`src/rtl/proc_pkg.sv`:
```
// Shared datapath types and constants for the processor register file.
// Default widths here size the convenience typedefs used outside parametrised blocks.
package proc_pkg;

    localparam int DW_DEFAULT   = 32;
    localparam int NREG_DEFAULT = 32;
    localparam int AW_DEFAULT   = $clog2(NREG_DEFAULT);

    localparam int unsigned ZERO_REG = 0;

    typedef logic [AW_DEFAULT-1:0] reg_addr_t;
    typedef logic [DW_DEFAULT-1:0] word_t;

endpackage

```
`src/rtl/reg_file_bypass_if.sv`:
```
// Register-file access bundle: one write port, NRD packed read ports and the busy-scoreboard controls.
// The master side is the pipeline (decode/writeback); the slave side is the register file.
interface reg_file_bypass_if
    import proc_pkg::*;
#(
    parameter int DW  = DW_DEFAULT,
    parameter int AW  = AW_DEFAULT,
    parameter int NRD = 2
) ();

    logic                reg_write;
    logic [AW-1:0]       write_reg;
    logic [DW-1:0]       write_data;
    logic [NRD*AW-1:0]   rd_addr;
    logic [NRD*DW-1:0]   rd_data;
    logic [NRD-1:0]      rd_busy;
    logic                busy_set;
    logic [AW-1:0]       busy_reg;

    modport master (
        output reg_write, write_reg, write_data, rd_addr, busy_set, busy_reg,
        input  rd_data, rd_busy
    );

    modport slave (
        input  reg_write, write_reg, write_data, rd_addr, busy_set, busy_reg,
        output rd_data, rd_busy
    );

endinterface

```
`src/rtl/rf_read_port.sv`:
```
// One read port: register-0 forcing, same-cycle write bypass and an optional output register.
// wr_en arrives already qualified (reset released, write_reg != 0).
module rf_read_port #(
    parameter int DW       = 32,
    parameter int AW       = 5,
    parameter int REG_READ = 0
) (
    input  logic          clk,
    input  logic          rst,
    input  logic [AW-1:0] addr,
    input  logic          wr_en,
    input  logic [AW-1:0] write_reg,
    input  logic [DW-1:0] write_data,
    input  logic [DW-1:0] mem_data,
    input  logic          mem_busy,
    output logic [DW-1:0] data,
    output logic          busy
);

    logic          hit;
    logic [DW-1:0] data_d;
    logic          busy_d;

    always_comb begin
        // NOTE: every output of this block gets a default before the if-chain so no path leaves a latch.
        hit    = wr_en && (write_reg == addr);
        data_d = mem_data;
        busy_d = mem_busy && !hit;
        if (addr == '0) begin
            data_d = '0;
        end else if (hit) begin
            data_d = write_data;
        end
    end

    generate
        if (REG_READ != 0) begin : g_reg
            always_ff @(posedge clk or negedge rst) begin
                if (!rst) begin
                    data <= '0;
                    busy <= 1'b0;
                end else begin
                    data <= data_d;
                    busy <= busy_d;
                end
            end
        end else begin : g_comb
            logic unused_clk_rst;
            assign unused_clk_rst = clk ^ rst;
            assign data = data_d;
            assign busy = busy_d;
        end
    endgenerate

endmodule

```
`src/rtl/reg_file_bypass.sv`:
```
// Parametrised register file with per-port write bypass, optional registered reads and a
// per-register busy scoreboard for RAW hazard detection. Register 0 is constant zero and never busy.
module reg_file_bypass
    import proc_pkg::*;
#(
    parameter  int DW       = DW_DEFAULT,
    parameter  int NREG     = NREG_DEFAULT,
    parameter  int NRD      = 2,
    parameter  int REG_READ = 0,
    localparam int AW       = $clog2(NREG)
) (
    input  logic             clk,
    input  logic             rst,
    reg_file_bypass_if.slave bus
);

    logic [DW-1:0]   mem [NREG];
    logic [NREG-1:0] busy;
    logic            wr_en;
    logic            set_en;

    // Gating with rst also suppresses the bypass while reset is held.
    assign wr_en  = rst && bus.reg_write && (bus.write_reg != AW'(ZERO_REG));
    assign set_en = bus.busy_set && (bus.busy_reg != AW'(ZERO_REG));

    always_ff @(posedge clk or negedge rst) begin
        if (!rst) begin
            // NOTE: the array is cleared in reset so every register reads 0 afterwards; this keeps it in flops, not a RAM macro.
            for (int r = 0; r < NREG; r++) begin
                mem[r] <= '0;
            end
        end else if (wr_en) begin
            mem[bus.write_reg] <= bus.write_data;
        end
    end

    always_ff @(posedge clk or negedge rst) begin
        if (!rst) begin
            busy <= '0;
        end else begin
            // NOTE: non-blocking updates resolve last-wins, so the set below overrides a same-edge clear.
            if (wr_en) begin
                busy[bus.write_reg] <= 1'b0;
            end
            if (set_en) begin
                busy[bus.busy_reg] <= 1'b1;
            end
        end
    end

    generate
        for (genvar k = 0; k < NRD; k++) begin : g_port
            logic [AW-1:0] addr;
            assign addr = bus.rd_addr[k*AW +: AW];

            rf_read_port #(
                .DW       (DW),
                .AW       (AW),
                .REG_READ (REG_READ)
            ) u_port (
                .clk        (clk),
                .rst        (rst),
                .addr       (addr),
                .wr_en      (wr_en),
                .write_reg  (bus.write_reg),
                .write_data (bus.write_data),
                .mem_data   (mem[addr]),
                .mem_busy   (busy[addr]),
                .data       (bus.rd_data[k*DW +: DW]),
                .busy       (bus.rd_busy[k])
            );
        end
    endgenerate

endmodule
```
`src/flat_wrapper.sv`:
```
// flat-port wrapper written by rule: the top's interface ports become plain ports
module reg_file_bypass_flat import proc_pkg::*;
#(
    parameter  int DW       = DW_DEFAULT,
    parameter  int NREG     = NREG_DEFAULT,
    parameter  int NRD      = 2,
    parameter  int REG_READ = 0,
    localparam int AW       = $clog2(NREG)
)
  (clk, rst, bus_reg_write, bus_write_reg, bus_write_data, bus_rd_addr, bus_busy_set, bus_busy_reg, bus_rd_data, bus_rd_busy);
  reg_file_bypass_if #(.DW(DW), .NRD(NRD)) bus_i ();
  input  logic clk;
  input  logic rst;
  input wire logic [$bits(bus_i.reg_write)-1:0] bus_reg_write;
  input wire logic [$bits(bus_i.write_reg)-1:0] bus_write_reg;
  input wire logic [$bits(bus_i.write_data)-1:0] bus_write_data;
  input wire logic [$bits(bus_i.rd_addr)-1:0] bus_rd_addr;
  input wire logic [$bits(bus_i.busy_set)-1:0] bus_busy_set;
  input wire logic [$bits(bus_i.busy_reg)-1:0] bus_busy_reg;
  output wire logic [$bits(bus_i.rd_data)-1:0] bus_rd_data;
  output wire logic [$bits(bus_i.rd_busy)-1:0] bus_rd_busy;
  assign bus_i.reg_write = bus_reg_write;
  assign bus_i.write_reg = bus_write_reg;
  assign bus_i.write_data = bus_write_data;
  assign bus_i.rd_addr = bus_rd_addr;
  assign bus_i.busy_set = bus_busy_set;
  assign bus_i.busy_reg = bus_busy_reg;
  assign bus_rd_data = bus_i.rd_data;
  assign bus_rd_busy = bus_i.rd_busy;
  reg_file_bypass #(.DW(DW), .NREG(NREG), .NRD(NRD), .REG_READ(REG_READ)) u_core (.clk(clk), .rst(rst), .bus(bus_i));
endmodule
```
`config.mk`:
```
export PLATFORM = sky130hd
export DESIGN_NAME = reg_file_bypass_flat
export DESIGN_NICKNAME = d
export VERILOG_FILES = /design/src/rtl/proc_pkg.sv /design/src/rtl/reg_file_bypass_if.sv /design/src/rtl/rf_read_port.sv /design/src/rtl/reg_file_bypass.sv /design/src/flat_wrapper.sv
export SDC_FILE = /design/constraint.sdc
export NUM_CORES = 2
export LEC_CHECK = 0
export BUFFER_PORTS_ARGS = -buffer_cell sky130_fd_sc_hd__clkbuf_2
export CELL_PAD_IN_SITES_DETAIL_PLACEMENT = 2
export CELL_PAD_IN_SITES_GLOBAL_PLACEMENT = 2
export CORE_MARGIN = 8
export CORE_UTILIZATION = 42
export CTS_CLUSTER_DIAMETER = 80
export DETAILED_ROUTE_END_ITERATION = 12
export GPL_TIMING_DRIVEN = 0
export PLACE_DENSITY_LB_ADDON = 0.1
export RECOVER_POWER = 100
export SYNTH_ARGS = -nofsm -noshare
export SYNTH_HDL_FRONTEND = slang
export SYNTH_SLANG_ARGS = --single-unit
```
`constraint.sdc`:
```
create_clock -name clk -period 2.2 [get_ports clk]
set_input_delay 0.33 -clock clk [delete_from_list [all_inputs] [get_ports clk]]
set_output_delay 0.33 -clock clk [all_outputs]
set_load 0.1 [all_outputs]
```
After elaboration in Yosys (flattened, before gate mapping)
Cells that the tools add are included. Widths: inputs -> output; s select.

Flip-flop bits (word level): 1056. Bits of input ports: 56. Output and inout port bits: 66. Logic and storage cells: 90.

Order comparisons: 10. Eq/ne operators: 2. Muxes and demuxes: 23. Bitwise operators: 6. Reduce and logical (&&, ||, !) cells: 16.

Operators with widths (count): $bwmux 1024 (1); $mux 32 (11); $bmux 32 s5 (2); $demux 32 s5 (1); $and 32x32->32 (1); $not 32->32 (1); $or 32x32->32 (1); $lt 5x6->1 const B (4); $ge 6x6->1 const B (3); $not 5->6 (3); $bmux 1 s5 (2); $demux 1 s5 (2); $eq 5x5->1 (2); $ge 5x1->1 const B (2); $logic_and 1x1->1 (10); $logic_not 5->1 (2); $reduce_bool 5->1 (2); $lt 6x1->1 const B (1); $mux 1 (4); $logic_not 1->1 (2).

Logic depth before layout (Yosys ltp)
Depth after elaboration: 9. Mapped depth: 11. Gate-level depth less buffers: 6.

Cells and area by module
Synthesis repeated with hierarchy kept, for this count alone.

Cells, all modules: 5043. Area total of the unflattened synthesis: 58701.3 um^2.

By module, submodules not included: reg_file_bypass (instances 1, cells each 4795, area an instance 57397.5 um^2); rf_read_port (instances 2, cells each 124, area an instance 651.9 um^2).

Worst setup path after synthesis
Ideal clock, no wire load.

Kind: input -> output. Start: in bus_write_reg[1]. End: out bus_rd_data[11]. Arrival: 4017 ps. Slack: -2147 ps. Cell stages on the path: 9. Path buffers: 3. Path through: buf_2 xor2_1 a211o_1 or4_4 buf_6 nand2_4 buf_6 a211oi_1 a211oi_1.

Cells in the longest elaborated chain, start to end: 5. Elaborated cells on any way between the ends: 6.

Ends and longest elaborated chain: start: declaration (RTL line flat_wrapper.sv:15) `input wire logic [$bits(bus_i.write_reg)-1:0] bus_write_reg;`; $reduce_bool 5->1 (RTL line reg_file_bypass.sv:23) `assign wr_en = rst && bus.reg_write && (bus.write_reg != AW'(ZERO_REG));`; $logic_and 1x1->1 (RTL line reg_file_bypass.sv:23); $logic_and 1x1->1 * (RTL line rf_read_port.sv:26) `hit = wr_en && (write_reg == addr);`; $mux 32 * (RTL line rf_read_port.sv:31) `end else if (hit) begin`; $mux 32 * (RTL line rf_read_port.sv:29) `if (addr == '0) begin`; end: declaration (RTL line flat_wrapper.sv:20) `output wire logic [$bits(bus_i.rd_data)-1:0] bus_rd_data;`.

Every way passes the cells marked *; elsewhere a longest branch is shown, timed or not.

Worst setup path in the final report
Start: reg u_core.mem[851] in the netlist's numbering. End: out bus_rd_data[19].

Cells in the longest elaborated chain, start to end: 5.

Ends and longest elaborated chain: start: declaration (RTL line reg_file_bypass.sv:17) `logic [DW-1:0] mem [NREG];`; start signal: indexed assignment (RTL line reg_file_bypass.sv:33) `mem[bus.write_reg] <= bus.write_data;`; $bmux 32 s5 (RTL line reg_file_bypass.sv:67) `.mem_data (mem[addr]),`; $mux 32 (not written as such) (2 in a row) (RTL line reg_file_bypass.sv:67); $mux 32 (RTL line rf_read_port.sv:31); $mux 32 (RTL line rf_read_port.sv:29).

No other way between the ends. The select of a mux whose other input is x is not followed.

==> impl_metrics.xml <==
<?xml version="1.0" encoding="UTF-8"?>
<metrics>
  <group name="clock_tree">
    <metric name="clkSlewWorstSetupHoldPaths" unit="ns">0.06</metric>
    <metric name="clk_path_buf_depth" unit="">3</metric>
    <metric name="clock_insertion_delay_worst_skew" unit="ns">0.81</metric>
    <metric name="clkSinkCount" unit="">1056</metric>
    <metric name="tritoncts" unit="">done</metric>
    <metric name="h-tree-depth" unit="">4</metric>
    <metric name="cts-root-buf" unit="">sky130_fd_sc_hd__clkbuf_16</metric>
    <metric name="cts_inserted_buffers" unit="">132</metric>
  </group>
  <group name="synth">
    <metric name="syn_area" unit="um^2">57300</metric>
    <metric name="synthesis.nets" unit="">4185</metric>
    <metric name="synth.most_common_cell" unit="">sky130_fd_sc_hd__mux2_2</metric>
    <metric name="synth_area_leader_cell" unit="">sky130_fd_sc_hd__dfrtp_1</metric>
    <metric name="synth-edff-count" unit="">0</metric>
    <metric name="synth_cell_types" unit="">61</metric>
    <metric name="synth_flop_cell" unit="">sky130_fd_sc_hd__dfrtp_1</metric>
    <metric name="synth_seq_area_share" unit="">0.461</metric>
    <metric name="average_instance_area_after_synthesis" unit="um^2">13.9</metric>
    <metric name="synth_compound_gate_area_share" unit="">0.0657</metric>
    <metric name="dominant_combinational_cell_family_by_area_after_synthesis" unit="">multiplexers</metric>
    <metric name="cell_count_after_synthesis" unit="">4129</metric>
    <metric name="synth_seq_cells" unit="">1056</metric>
    <metric name="largest_cells_by_area_after_synthesis" unit="">sky130_fd_sc_hd__dfrtp_1 46%, sky130_fd_sc_hd__mux2_2 21%, sky130_fd_sc_hd__mux4_2 14%, sky130_fd_sc_hd__mux2i_1 4.8%, sky130_fd_sc_hd__clkbuf_1 1.8%</metric>
    <metric name="post_synth_xor_area_fraction" unit="">0.00153</metric>
    <metric name="synthAdderAreaFrac" unit="">0</metric>
    <metric name="yosys_warnings" unit="">0</metric>
    <metric name="synth_simple_gate_area_frac" unit="">0.0284</metric>
    <metric name="synth-async-reset-ratio" unit="">1.00</metric>
    <metric name="post_synth_mux_area_share" unit="">0.403</metric>
    <metric name="synth_largest_type_area_fraction" unit="">0.461</metric>
    <metric name="synth_common_cells" unit="">1075 x sky130_fd_sc_hd__mux2_2, 1056 x sky130_fd_sc_hd__dfrtp_1, 364 x sky130_fd_sc_hd__mux4_2</metric>
  </group>
  <group name="timing">
    <metric name="report.final.setup_viol" unit="">1478</metric>
    <metric name="totalNegativeSetupSlack" unit="ns">-717.00</metric>
    <metric name="number_of_slew_limit_violations_in_the_final_report" unit="">330</metric>
    <metric name="post-route-min-period" unit="ns">3.49</metric>
    <metric name="final.period_utilization" unit="">1.59</metric>
    <metric name="worstMarginPinSlew" unit="ns">1.74</metric>
    <metric name="fin_ws" unit="ns">-1.29</metric>
    <metric name="fmaxAchievable" unit="GHz">0.287</metric>
    <metric name="hold_ws" unit="ns">0.00238</metric>
    <metric name="timing.clock.skew" unit="ns">0</metric>
    <metric name="hold_violations" unit="">0</metric>
    <metric name="rsz_0062_raised_after_global_routing" unit="">true</metric>
    <metric name="relSlewSlack" unit="">-0.159</metric>
  </group>
  <group name="detailed_routing">
    <metric name="detail_route.wl_per_cell" unit="um">59.3</metric>
    <metric name="drt-pass1-iter-count" unit="">8</metric>
    <metric name="wirelength_met1" unit="mm">129</metric>
    <metric name="ant_nets" unit="">0</metric>
    <metric name="vias" unit="">53300</metric>
    <metric name="dr.max_layer_used" unit="">met5</metric>
    <metric name="finalWirelength" unit="mm">393</metric>
    <metric name="met2_wirelength" unit="mm">153</metric>
    <metric name="met3WireLength" unit="mm">63.4</metric>
    <metric name="detail_route.drc_violations" unit="">0</metric>
    <metric name="avg_vias_per_cell" unit="">8.04</metric>
    <metric name="initial_drc_count" unit="">7951</metric>
  </group>
  <group name="cells_and_area">
    <metric name="largest_register_ffs" unit="">1024</metric>
    <metric name="instances_no_fill" unit="">6627</metric>
    <metric name="finalNetCount" unit="">4760</metric>
    <metric name="area_growth_syn_to_layout" unit="%">32.9</metric>
    <metric name="utilization" unit="">0.562</metric>
    <metric name="final_layout_size_suffix_gt1_frac" unit="">0.580</metric>
  </group>
  <group name="die">
    <metric name="die_y" unit="um">385</metric>
    <metric name="core_area" unit="um^2">135000</metric>
    <metric name="die_width" unit="um">385</metric>
    <metric name="floorplan.rows" unit="">135</metric>
    <metric name="start_util" unit="">0.423</metric>
    <metric name="ios" unit="">122</metric>
    <metric name="die_area" unit="um^2">149000</metric>
  </group>
  <group name="setup_path">
    <metric name="worst-endpoint-required" unit="ns">1.87</metric>
    <metric name="critical_path.startpoint_type" unit="">flip-flop</metric>
    <metric name="worst_ep_arrival_time" unit="ns">3.16</metric>
    <metric name="worst-setup-path-type" unit="">reg2out</metric>
    <metric name="worst-r2r-setup-slack" unit="ns">1.18</metric>
    <metric name="crit-reg2reg-capture" unit="">u_core.mem[920]</metric>
    <metric name="worst-r2r-cell-count" unit="">3</metric>
    <metric name="path_max_fanout" unit="">3</metric>
    <metric name="critical_path.reg2reg.startpoint" unit="">u_core.mem[920]</metric>
    <metric name="setup_crit_end_kind" unit="">output pin</metric>
  </group>
  <group name="global_routing">
    <metric name="grt_pass1_vias" unit="">51700</metric>
    <metric name="antenna_found_initial" unit="">42</metric>
    <metric name="global_route_wire_length_before_repair" unit="mm">481</metric>
    <metric name="maximum_number_of_pins_on_one_net_before_global_route_repair" unit="">104</metric>
    <metric name="globalRoute.totalOverflow" unit="">0</metric>
    <metric name="grtUsageTotal" unit="">0.483</metric>
  </group>
  <group name="status">
    <metric name="failed_checks" unit="">max-capacitance violations, max-slew violations, negative setup slack</metric>
    <metric name="run_status" unit="">finished, violations left</metric>
  </group>
  <group name="hold_path">
    <metric name="worst_hold_path_type" unit="">in2async</metric>
  </group>
  <group name="placement">
    <metric name="io_buffer_count" unit="">113</metric>
    <metric name="finalWeightedCongestion" unit="">0.985</metric>
    <metric name="place.detailed.instances" unit="">6045</metric>
    <metric name="detailed_place_hpwl" unit="mm">213</metric>
  </group>
  <group name="run">
    <metric name="timing.max_cap.violations" unit="">4</metric>
  </group>
  <group name="power">
    <metric name="power_density" unit="nW/um^2">845</metric>
    <metric name="fin_total_pwr" unit="W">0.0644</metric>
    <metric name="worst_ir_drop_vdd" unit="mV">0.641</metric>
    <metric name="power.static_leakage" unit="nW">33.4</metric>
  </group>
</metrics>
==> area by class of cell <==
cell class | count | area (um^2)
flip-flops and latches | 1056 | 26400
inverters | 29 | 130
plain buffers | 449 | 5240
diodes | 42 | 105
clock buffers | 202 | 4090
fillers | 11600 | 59300
repair buffers | 447 | 5730
well taps | 1781 | 2230
clock inverters | 32 | 402
multi-input cells | 2589 | 31800
==> worst max-delay path by stage <==
stage | start | to | cells past startpoint
floorplan | bus_write_reg[1] | bus_rd_data[11] | 9
global route | u_core.mem[851] | bus_rd_data[19] | 7
CTS | u_core.mem[388] | bus_rd_data[36] | 7
global placement | rst | bus_rd_data[19] | 7
finish | u_core.mem[851] | bus_rd_data[19] | 7
detailed placement | bus_rd_addr[9] | bus_rd_data[33] | 9
==> layout by cell type, fill, tap and decap left out, drive strengths merged, types with 6 or more instances in the layout <==
| cell | instances |
|---|---|
| o211ai | 6 |
| nor2 | 83 |
| inv | 29 |
| bufinv | 9 |
| a221o | 30 |
| a221oi | 76 |
| dlygate4sd3 | 42 |
| o221ai | 16 |
| o311ai | 9 |
| mux4 | 364 |
| o22a | 7 |
| diode | 42 |
| buf | 460 |
| or4 | 10 |
| nor3 | 63 |
| a21oi | 52 |
| nor2b | 23 |
| o21ai | 102 |
| a22o | 17 |
| dfrtp | 1056 |
| clkbuf | 591 |
| mux2i | 277 |
| a32oi | 7 |
| nand2b | 17 |
| a22oi | 47 |
| nand2 | 84 |
| a31oi | 16 |
| a211o | 9 |
| mux2 | 1076 |
| a211oi | 24 |
| nand3 | 14 |
| a2111oi | 15 |
| xnor2 | 6 |
| o22ai | 87 |
| clkinv | 20 |
==> kinds of logic after synthesis <==
| group | count (synthesis) |
|---|---|
| multiplexers | 1717 |
| flip-flops | 1056 |
| AO/OA/AOI/OAI | 530 |
| buffers and inverters | 484 |
| AND/OR/NAND/NOR | 332 |
| XOR/XNOR | 10 |
==> what timing repair did <==
item,in CTS,in global routing
endpoints found under the hold margin,275,0
setup buffers,179,72
hold buffers,44,0
cloned,17,4
setup endpoints to repair,1089,484
resized for setup,1153,214
pin swaps,126,91
==> per-layer routing <==
metal,track usage,up-vias
li1,-,17100
met1,0.575,27800
met2,0.649,5910
met3,0.234,2454
met4,0.406,28
met5,0.00694,-
==> critical path, cell delays in order (launching register included) <==
cell	delay (ns)
sky130_fd_sc_hd__dfrtp_1	0.44
sky130_fd_sc_hd__mux2i_1	0.16
sky130_fd_sc_hd__a221oi_1	0.67
sky130_fd_sc_hd__o21ai_0	0.21
sky130_fd_sc_hd__nand2_1	0.23
sky130_fd_sc_hd__a32oi_4	0.18
sky130_fd_sc_hd__o31ai_4	0.16
sky130_fd_sc_hd__clkbuf_16	0.29
==> metrics by stage <==
step                cell area, um^2  worst slack [ns]
finish                        76200             -1.29
global route                  76100             -1.14
CTS                           74900             -1.02
detailed placement            62300             -3.75
global placement              61700            -28.34
floorplan                     58900            -0.693
==> report_power, final <==
| part | switching, W | total (W) | internal (W) |
|---|---|---|---|
| clock | 0.00995 | 0.0238 | 0.0138 |
| sequential | 0.00264 | 0.0246 | 0.0219 |
| combinational | 0.00906 | 0.0160 | 0.00699 |
(Power assumes the default switching activity.)
